### src/rtl/sa_result_drain.sv
// sa_result_drain
// Streams result rows out of the systolic matmul output SRAM. A start pulse
// kicks off an ascending-address read of up to DEPTH rows. The rows are
// presented on a valid/ready stream. A 2-entry skid FIFO, together with a
// one-bit in-flight tracker, hides the SRAM's single-cycle read latency.
//
// Ports
//   clk, rst_n    : clock, asynchronous active-low reset
//   i_start       : 1-cycle start pulse, honoured only while idle
//   i_len         : rows to drain, sampled with i_start, clamped to DEPTH
//   o_mem_rd_en   : SRAM read enable
//   o_mem_addr    : SRAM read address
//   i_mem_rdata   : SRAM read data, valid the cycle after o_mem_rd_en
//   o_valid       : stream word valid
//   o_data        : stream word (column 0 in the LSBs)
//   i_ready       : downstream accept
//   o_busy        : high while a drain is running
//   o_done        : 1-cycle pulse after the final handshake or a zero-length start
module sa_result_drain #(
    parameter int ADD_DATAWIDTH = 8,
    parameter int NUM_COLS      = 4,
    parameter int DEPTH         = 4,
    parameter int WORD_W        = NUM_COLS * ADD_DATAWIDTH,
    parameter int ADDR_W        = (DEPTH > 1) ? $clog2(DEPTH) : 1
) (
    input  logic                clk,
    input  logic                rst_n,
    input  logic                i_start,
    input  logic [ADDR_W:0]     i_len,
    output logic                o_mem_rd_en,
    output logic [ADDR_W-1:0]   o_mem_addr,
    input  logic [WORD_W-1:0]   i_mem_rdata,
    output logic                o_valid,
    output logic [WORD_W-1:0]   o_data,
    input  logic                i_ready,
    output logic                o_busy,
    output logic                o_done
);

    localparam int CNT_W = ADDR_W + 1;
    localparam logic [CNT_W-1:0] DEPTH_C = CNT_W'(DEPTH);
    localparam logic [CNT_W-1:0] ONE_C   = CNT_W'(1);

    typedef enum logic {
        IDLE,
        RUN
    } state_t;

    state_t             state_q, state_d;
    logic [CNT_W-1:0]   len_q, len_d;
    logic [CNT_W-1:0]   rd_cnt_q, rd_cnt_d;
    logic [CNT_W-1:0]   tx_cnt_q, tx_cnt_d;
    logic               inflight_q, inflight_d;
    logic               done_q, done_d;
    logic [WORD_W-1:0]  fifo_mem_q [2];
    logic [WORD_W-1:0]  fifo_mem_d [2];
    logic               wr_ptr_q, wr_ptr_d;
    logic               rd_ptr_q, rd_ptr_d;
    logic [1:0]         fifo_cnt_q, fifo_cnt_d;

    logic               pop;
    logic               push;
    logic               rd_en;
    logic [2:0]         occupancy;
    logic [CNT_W-1:0]   len_clamp;

    assign pop  = (fifo_cnt_q != 2'd0) && i_ready;
    assign push = inflight_q;

    // Slots that will still be occupied after this cycle's pop. A new read
    // may issue only if its data is guaranteed a slot when it returns.
    assign occupancy = {1'b0, fifo_cnt_q} + {2'b00, inflight_q} - {2'b00, pop};
    assign rd_en     = (state_q == RUN) && (rd_cnt_q < len_q) && (occupancy < 3'd2);
    assign len_clamp = (i_len > DEPTH_C) ? DEPTH_C : i_len;

    assign o_mem_rd_en = rd_en;
    assign o_mem_addr  = rd_cnt_q[ADDR_W-1:0];
    assign o_valid     = (fifo_cnt_q != 2'd0);
    assign o_data      = fifo_mem_q[rd_ptr_q];
    assign o_busy      = (state_q == RUN);
    assign o_done      = done_q;

    always_comb begin
        state_d    = state_q;
        len_d      = len_q;
        rd_cnt_d   = rd_cnt_q;
        tx_cnt_d   = tx_cnt_q;
        inflight_d = rd_en;
        done_d     = 1'b0;
        fifo_mem_d = fifo_mem_q;
        wr_ptr_d   = wr_ptr_q;
        rd_ptr_d   = rd_ptr_q;
        fifo_cnt_d = fifo_cnt_q;

        if (rd_en) begin
            rd_cnt_d = rd_cnt_q + ONE_C;
        end

        // Push and pop may coincide, even when the FIFO is full. In that
        // case the popped head is replaced and becomes the new tail.
        if (push) begin
            fifo_mem_d[wr_ptr_q] = i_mem_rdata;
            wr_ptr_d             = ~wr_ptr_q;
        end
        if (pop) begin
            rd_ptr_d = ~rd_ptr_q;
        end
        case ({push, pop})
            2'b10:   fifo_cnt_d = fifo_cnt_q + 2'd1;
            2'b01:   fifo_cnt_d = fifo_cnt_q - 2'd1;
            default: fifo_cnt_d = fifo_cnt_q;
        endcase

        case (state_q)
            IDLE: begin
                if (i_start) begin
                    len_d      = len_clamp;
                    rd_cnt_d   = '0;
                    tx_cnt_d   = '0;
                    inflight_d = 1'b0;
                    wr_ptr_d   = 1'b0;
                    rd_ptr_d   = 1'b0;
                    fifo_cnt_d = 2'd0;
                    // A zero-length request completes immediately without
                    // touching the SRAM.
                    if (len_clamp == '0) begin
                        done_d = 1'b1;
                    end else begin
                        state_d = RUN;
                    end
                end
            end
            RUN: begin
                if (pop) begin
                    tx_cnt_d = tx_cnt_q + ONE_C;
                    if ((tx_cnt_q + ONE_C) == len_q) begin
                        state_d = IDLE;
                        done_d  = 1'b1;
                    end
                end
            end
            default: begin
                state_d = IDLE;
            end
        endcase
    end

    always_ff @(posedge clk or negedge rst_n) begin
        if (!rst_n) begin
            state_q       <= IDLE;
            len_q         <= '0;
            rd_cnt_q      <= '0;
            tx_cnt_q      <= '0;
            inflight_q    <= 1'b0;
            done_q        <= 1'b0;
            fifo_mem_q[0] <= '0;
            fifo_mem_q[1] <= '0;
            wr_ptr_q      <= 1'b0;
            rd_ptr_q      <= 1'b0;
            fifo_cnt_q    <= 2'd0;
        end else begin
            state_q       <= state_d;
            len_q         <= len_d;
            rd_cnt_q      <= rd_cnt_d;
            tx_cnt_q      <= tx_cnt_d;
            inflight_q    <= inflight_d;
            done_q        <= done_d;
            fifo_mem_q[0] <= fifo_mem_d[0];
            fifo_mem_q[1] <= fifo_mem_d[1];
            wr_ptr_q      <= wr_ptr_d;
            rd_ptr_q      <= rd_ptr_d;
            fifo_cnt_q    <= fifo_cnt_d;
        end
    end

endmodule

### config.mk
export PLATFORM = sky130hd
export DESIGN_NAME = sa_result_drain
export DESIGN_NICKNAME = d
export VERILOG_FILES = /design/src/rtl/sa_result_drain.sv
export SDC_FILE = /design/constraint.sdc
export NUM_CORES = 1
export LEC_CHECK = 0
export BUFFER_PORTS_ARGS = -buffer_cell sky130_fd_sc_hd__buf_4
export CORE_ASPECT_RATIO = 0.7
export CORE_MARGIN = 1
export CORE_UTILIZATION = 54
export DETAILED_ROUTE_END_ITERATION = 10
export PLACE_DENSITY = 0.84
export SYNTH_ARGS = -nofsm -noshare
export SYNTH_HDL_FRONTEND = slang
export SYNTH_SLANG_ARGS = --single-unit
### constraint.sdc
create_clock -name clk -period 2.62 [get_ports clk]
set_input_delay 0.262 -clock clk [delete_from_list [all_inputs] [get_ports clk]]
set_output_delay 0.262 -clock clk [all_outputs]
set_load 0.005 [all_outputs]
=== After elaboration in Yosys (flattened, before gate mapping) ===
Cells that the tools add are included.

* $lt $le $gt $ge: 6
* Reductions and logical operators: 8
* Bitwise logic cells: 5
* Muxes and demuxes: 34
* Equal/unequal tests: 5
* Add/subtract/negate cells: 6

{| class="wikitable"
|+ Operator list
! kind !! count
|-
| 2-to-1 mux 32 bit || 4
|-
| bitwise mux 64 bit || 1
|-
| demux 32 bit (select 1 bit) || 1
|-
| 2-to-1 mux 3 bit || 6
|-
| 2-to-1 mux 1 bit || 16
|-
| adder 3 x 1 -> 3 bit (second input constant) || 2
|-
| case mux 3 bit (2 select lines) || 1
|-
| greater-or-equal comparator 2 bit (second input constant) || 2
|-
| logical AND 1 bit || 4
|-
| 2-to-1 mux 2 bit || 2
|-
| NOT 1 -> 2 bit || 2
|-
| case mux 1 bit (2 select lines) || 2
|-
| case mux 2 bit (2 select lines) || 1
|-
| AND reduction 2 bit || 2
|-
| adder 2 x 1 -> 3 bit || 1
|-
| equality test 3 bit || 1
|-
| > comparator 3 bit (second input constant) || 1
|-
| zero test 3 bit || 1
|-
| less-than comparator 3 x 2 -> 1 bit (second input constant) || 1
|-
| less-than comparator 3 bit || 1
|-
| NOT 1 bit || 3
|-
| subtractor 3 x 1 -> 3 bit || 1
|-
| adder 2 x 1 -> 2 bit (second input constant) || 1
|-
| equality test 2 x 1 -> 1 bit (second input constant) || 1
|-
| other kinds (6) || 6
|}

* Register bits after elaboration: 80
* Output and inout bits: 38

=== Logic depth before layout (Yosys ltp) ===
* Word-level depth: 8
* Gate-level depth with buffers: 8

=== Worst setup path before layout ===
OpenSTA, ideal clock, no wires.

* Path type: register to output
* From: register fifo_cnt_q[1]
* To: output port o_mem_rd_en
* Required time: 2.358 ns
* Arrival time: 1.885 ns
* Setup slack: 0.473 ns
* Cell stages (with the launch flop): 8
* Path through: dfrtp_1 -> and3b_2 -> a21o_1 -> nand2_1 -> fa_1 -> xor2_1 -> nor3_1 -> and2_1

* Cells in the longest elaborated chain, start to end: 5
* Elaborated cells between the ends (all ways): 6

{| class="wikitable"
|+ Ends and longest elaborated chain
! element !! RTL line !! text
|-
| start, declared || 59 || <nowiki>logic [1:0] fifo_cnt_q, fifo_cnt_d;</nowiki>
|-
| start signal, assigned || 172 || <nowiki>fifo_cnt_q <= fifo_cnt_d;</nowiki>
|-
| parallel branches: the longest is 2 deep, another holds adder 2 x 1 -> 3 bit || - ||
|-
| subtractor 3 x 1 -> 3 bit * || 72 || <nowiki>assign occupancy = {1'b0, fifo_cnt_q} + {2'b00, inflight_q} - {2'b00, pop};</nowiki>
|-
| less-than comparator 3 x 2 -> 1 bit * || 73 || <nowiki>assign rd_en = (state_q == RUN) && (rd_cnt_q < len_q) && (occupancy < 3'd2);</nowiki>
|-
| logical AND 1 bit * || 73 ||
|-
| end, declared || 30 || <nowiki>output logic o_mem_rd_en,</nowiki>
|}

Mark *: on every way between the ends.

=== Worst setup path in the final report ===
* From: register fifo_cnt_q[0]
* To: output port o_mem_rd_en

The elaborated chain is that of the path after synthesis.

==> impl_metrics.tcl <==
set metrics [dict create \
    fin_ws_ns 0.0390 \
    clk_pin_slew_worst_paths_ns 0.08 \
    rsz0062_at_grt "true" \
    grt_overflow 0 \
    r2r_start "fifo_cnt_q[0]" \
    place_ws_ns 0.249 \
    ys_types 37 \
    track_usage_pct 22.0 \
    synth_ff_type "dfrtp_1" \
    layout-drive-gt1-share_pct 58.1 \
    hold_viol_final 0 \
    dr.pass1.iters 4 \
    ys_ff_latch 80 \
    antenna_cells 0 \
    synth.avg_cell_area_um2 14.0 \
    slew_violations 0 \
    power.density_nw_per_um2 1320 \
    skew_ns 0.0111 \
    critPathMaxStageDelay_ns 0.48 \
    grt_pass1_wl_mm 11.9 \
    crit_fanout 4 \
    yosysTopAreaCell "dfrtp_1" \
    worstSetupEndpointType "output pin" \
    cp_top_family "simple AND/OR/NAND/NOR gates" \
    synthTopCellsByCount "mux2_2 (92), dfrtp_1 (80), nand2_1 (10), buf_2 (9)" \
    final_util_pct 71.3 \
    worst_pin_slew_ns 0.983 \
    leakagePower_nw 2.08 \
    relSlewSlack_pct 34.5 \
    placed_area_um2 4300 \
    whs_ns 0.0561 \
    status "completed" \
    fin_nets 388 \
    clock_sinks 80 \
    tritoncts "done" \
    drt_iter0_markers 70 \
    critPathRequiredTime_ns 2.36 \
    cts_buffer_depth 2 \
    ctsHtreeMaxLevel 3 \
    synth_edf_count 0 \
    num_vias 2308 \
    grt_max_degree 81 \
    min_period_over_period_pct 98.5 \
    clock_latency_ns 0.35 \
    crit_path_top_delay_cell "fa_1" \
    yosys_warnings 0 \
    crit_cells 8 \
    critPathLaunch "fifo_cnt_q[0]" \
    numCtsBuffers 9 \
    synth_cells 260 \
    ys_top_cells_by_area "dfrtp_1 (55%), mux2_2 (28%), ha_1 (2.1%)" \
    cts_hold_buf 0 \
    cp_cell_sequence "and3b_2 > a21o_1 > nand2_2 > fa_1 > nand2_1 > nor3_2 > and2_4 > buf_6" \
    setup_violations 0 \
    pin_count 77 \
    timing.rr.end "rd_cnt_q[0]" \
    synth_area_um2 3650 \
    hpwl_mm 4.81 \
    path_class "reg2out" \
    reg2reg_depth 9 \
    worst_setup_path_start_kind "flip-flop" \
    place_congestion 0.734 \
    wl_per_cell_um 16.0 \
    ir_drop_mv 0.705 \
    fmax_mhz 387 \
    die_y_um 70.8 \
    initial_core_util_pct 57.3 \
    max_cap_viol_count 0 \
    cp_data_arrival_time_ns 2.32 \
    drt-vias-per-instance 5.28 \
    cts-root-buf "clkbuf_8" \
    die_w_um 100 \
    rows 24 \
    dieArea_um2 7090 \
    core-area_um2 6370 \
    hold_path.class "in2async" \
    synth_top_area_share_pct 54.9 \
    async_flop_share_pct 100 \
    syn_nets 306 \
    routed_wl_mm 7.01 \
    min_period_ns 2.58 \
    critPathCapture "o_mem_rd_en" \
    ff2ff_setup_slack_ns 0.39 \
    ant_nets 0 \
    cp_num_buf_inv 1 \
    antenna_found_initial 0 \
    fin_area_um2 4540 \
    syn_to_final_growth_pct 24.4 \
    ys_seq_area_share_pct 54.9 \
    io_buffer_count 76 \
    grt_pass1_vias 2483 \
    drc 0 \
    fillers 461 \
    yosysMostFrequentCell "mux2_2" \
]
==> registers in the layout, summed over array words and instances, names as in the netlist <==
signal,count
o_done,1
fifo_cnt_q,2
wr_ptr_q,1
rd_ptr_q,1
rd_cnt_q,3
len_q,3
tx_cnt_q,3
fifo_mem_q,64
o_busy,1
inflight_q,1
==> cell usage in the layout (no fill, tap or decap), types with 2 or more instances in the layout <==
cell and n:
mux2_2 92, buf_4 86, dfrtp_1 79, clkbuf_8 10, nand2_1 9, inv_1 6, o21ai_0 6, ha_1 6
mux2_1 4, nor2_1 3, xor2_1 3, nand3_1 3, xnor2_1 3, a21o_1 2, nor3b_1 2, mux2i_1 2
nand3b_1 2, clkbuf_1 2
==> layout make-up <==
cell class	count	area (µm²)	area share (%)
repair buffers	87	657	14.5
inverters	6	22.5	0.496
multi-input cells	158	1550	34.2
flip-flops and latches	80	2000	44.2
clock inverters	3	42.5	0.938
well taps	91	114	2.51
clock buffers	12	145	3.20
==> worst min-delay path by stage <==
stage,startpoint,end,slack (ns),cells after the start
after floorplan,rst_n,fifo_cnt_q[0],-0.03,0
after global placement,fifo_mem_q[33],fifo_mem_q[33],0.46,1
after detailed placement,fifo_mem_q[9],fifo_mem_q[9],0.47,1
after CTS,rst_n,rd_cnt_q[0],0.09,1
after global routing,i_len[1],o_done,0.1,2
final,rst_n,rd_cnt_q[1],0.06,1
==> stage by stage <==
step	total power [mW]	instances	TNS, ns
floorplan	3.96	260	0
global placement	4.96	418	0
detailed placement	5.09	418	0
CTS	6.03	433	0
global route	6.42	437	-0.0906
finish	6.00	437	0
==> layer usage <==
| layer | global-route usage (%) | part of all wire, % | vias to the layer above |
|---|---|---|---|
| met5 | 0 | 0 | - |
| met4 | 5.31 | 0.77 | 0 |
| met3 | 10.3 | 7.9 | 10 |
| met2 | 34.1 | 46 | 61 |
| met1 | 28.3 | 45 | 1163 |
| li1 | - | - | 1074 |
==> power breakdown <==
part	leakage [nW]	internal [mW]	switching, mW	total (mW)
logic	1.03	1.81	1.11	2.92
registers	0.952	1.86	0.337	2.20
clock network	0.0925	0.460	0.418	0.879
total	2.08	4.14	1.86	6.00
==> cell families (layout without fill, tap and decap cells) <==
group | after synthesis | count (layout) | share of synthesized area (%)
AOI/OAI and AO/OA | 16 | 16 | 3.23
adders and majority gates | 7 | 7 | 2.61
xor gates and xnor gates | 6 | 6 | 1.44
buffers and inverters | 22 | 108 | 2.78
and+or+nand+nor | 31 | 31 | 4.84
DFF | 80 | 80 | 54.9
muxes | 98 | 98 | 30.2
==> repair_timing <==
action,CTS,global route
buffers inserted,0,4
pin swaps,0,1
hold endpoints to repair,0,0
endpoints found under the setup margin,1,1
resized for setup,3,2
No activity file was read; power rests on OpenSTA's default activity.
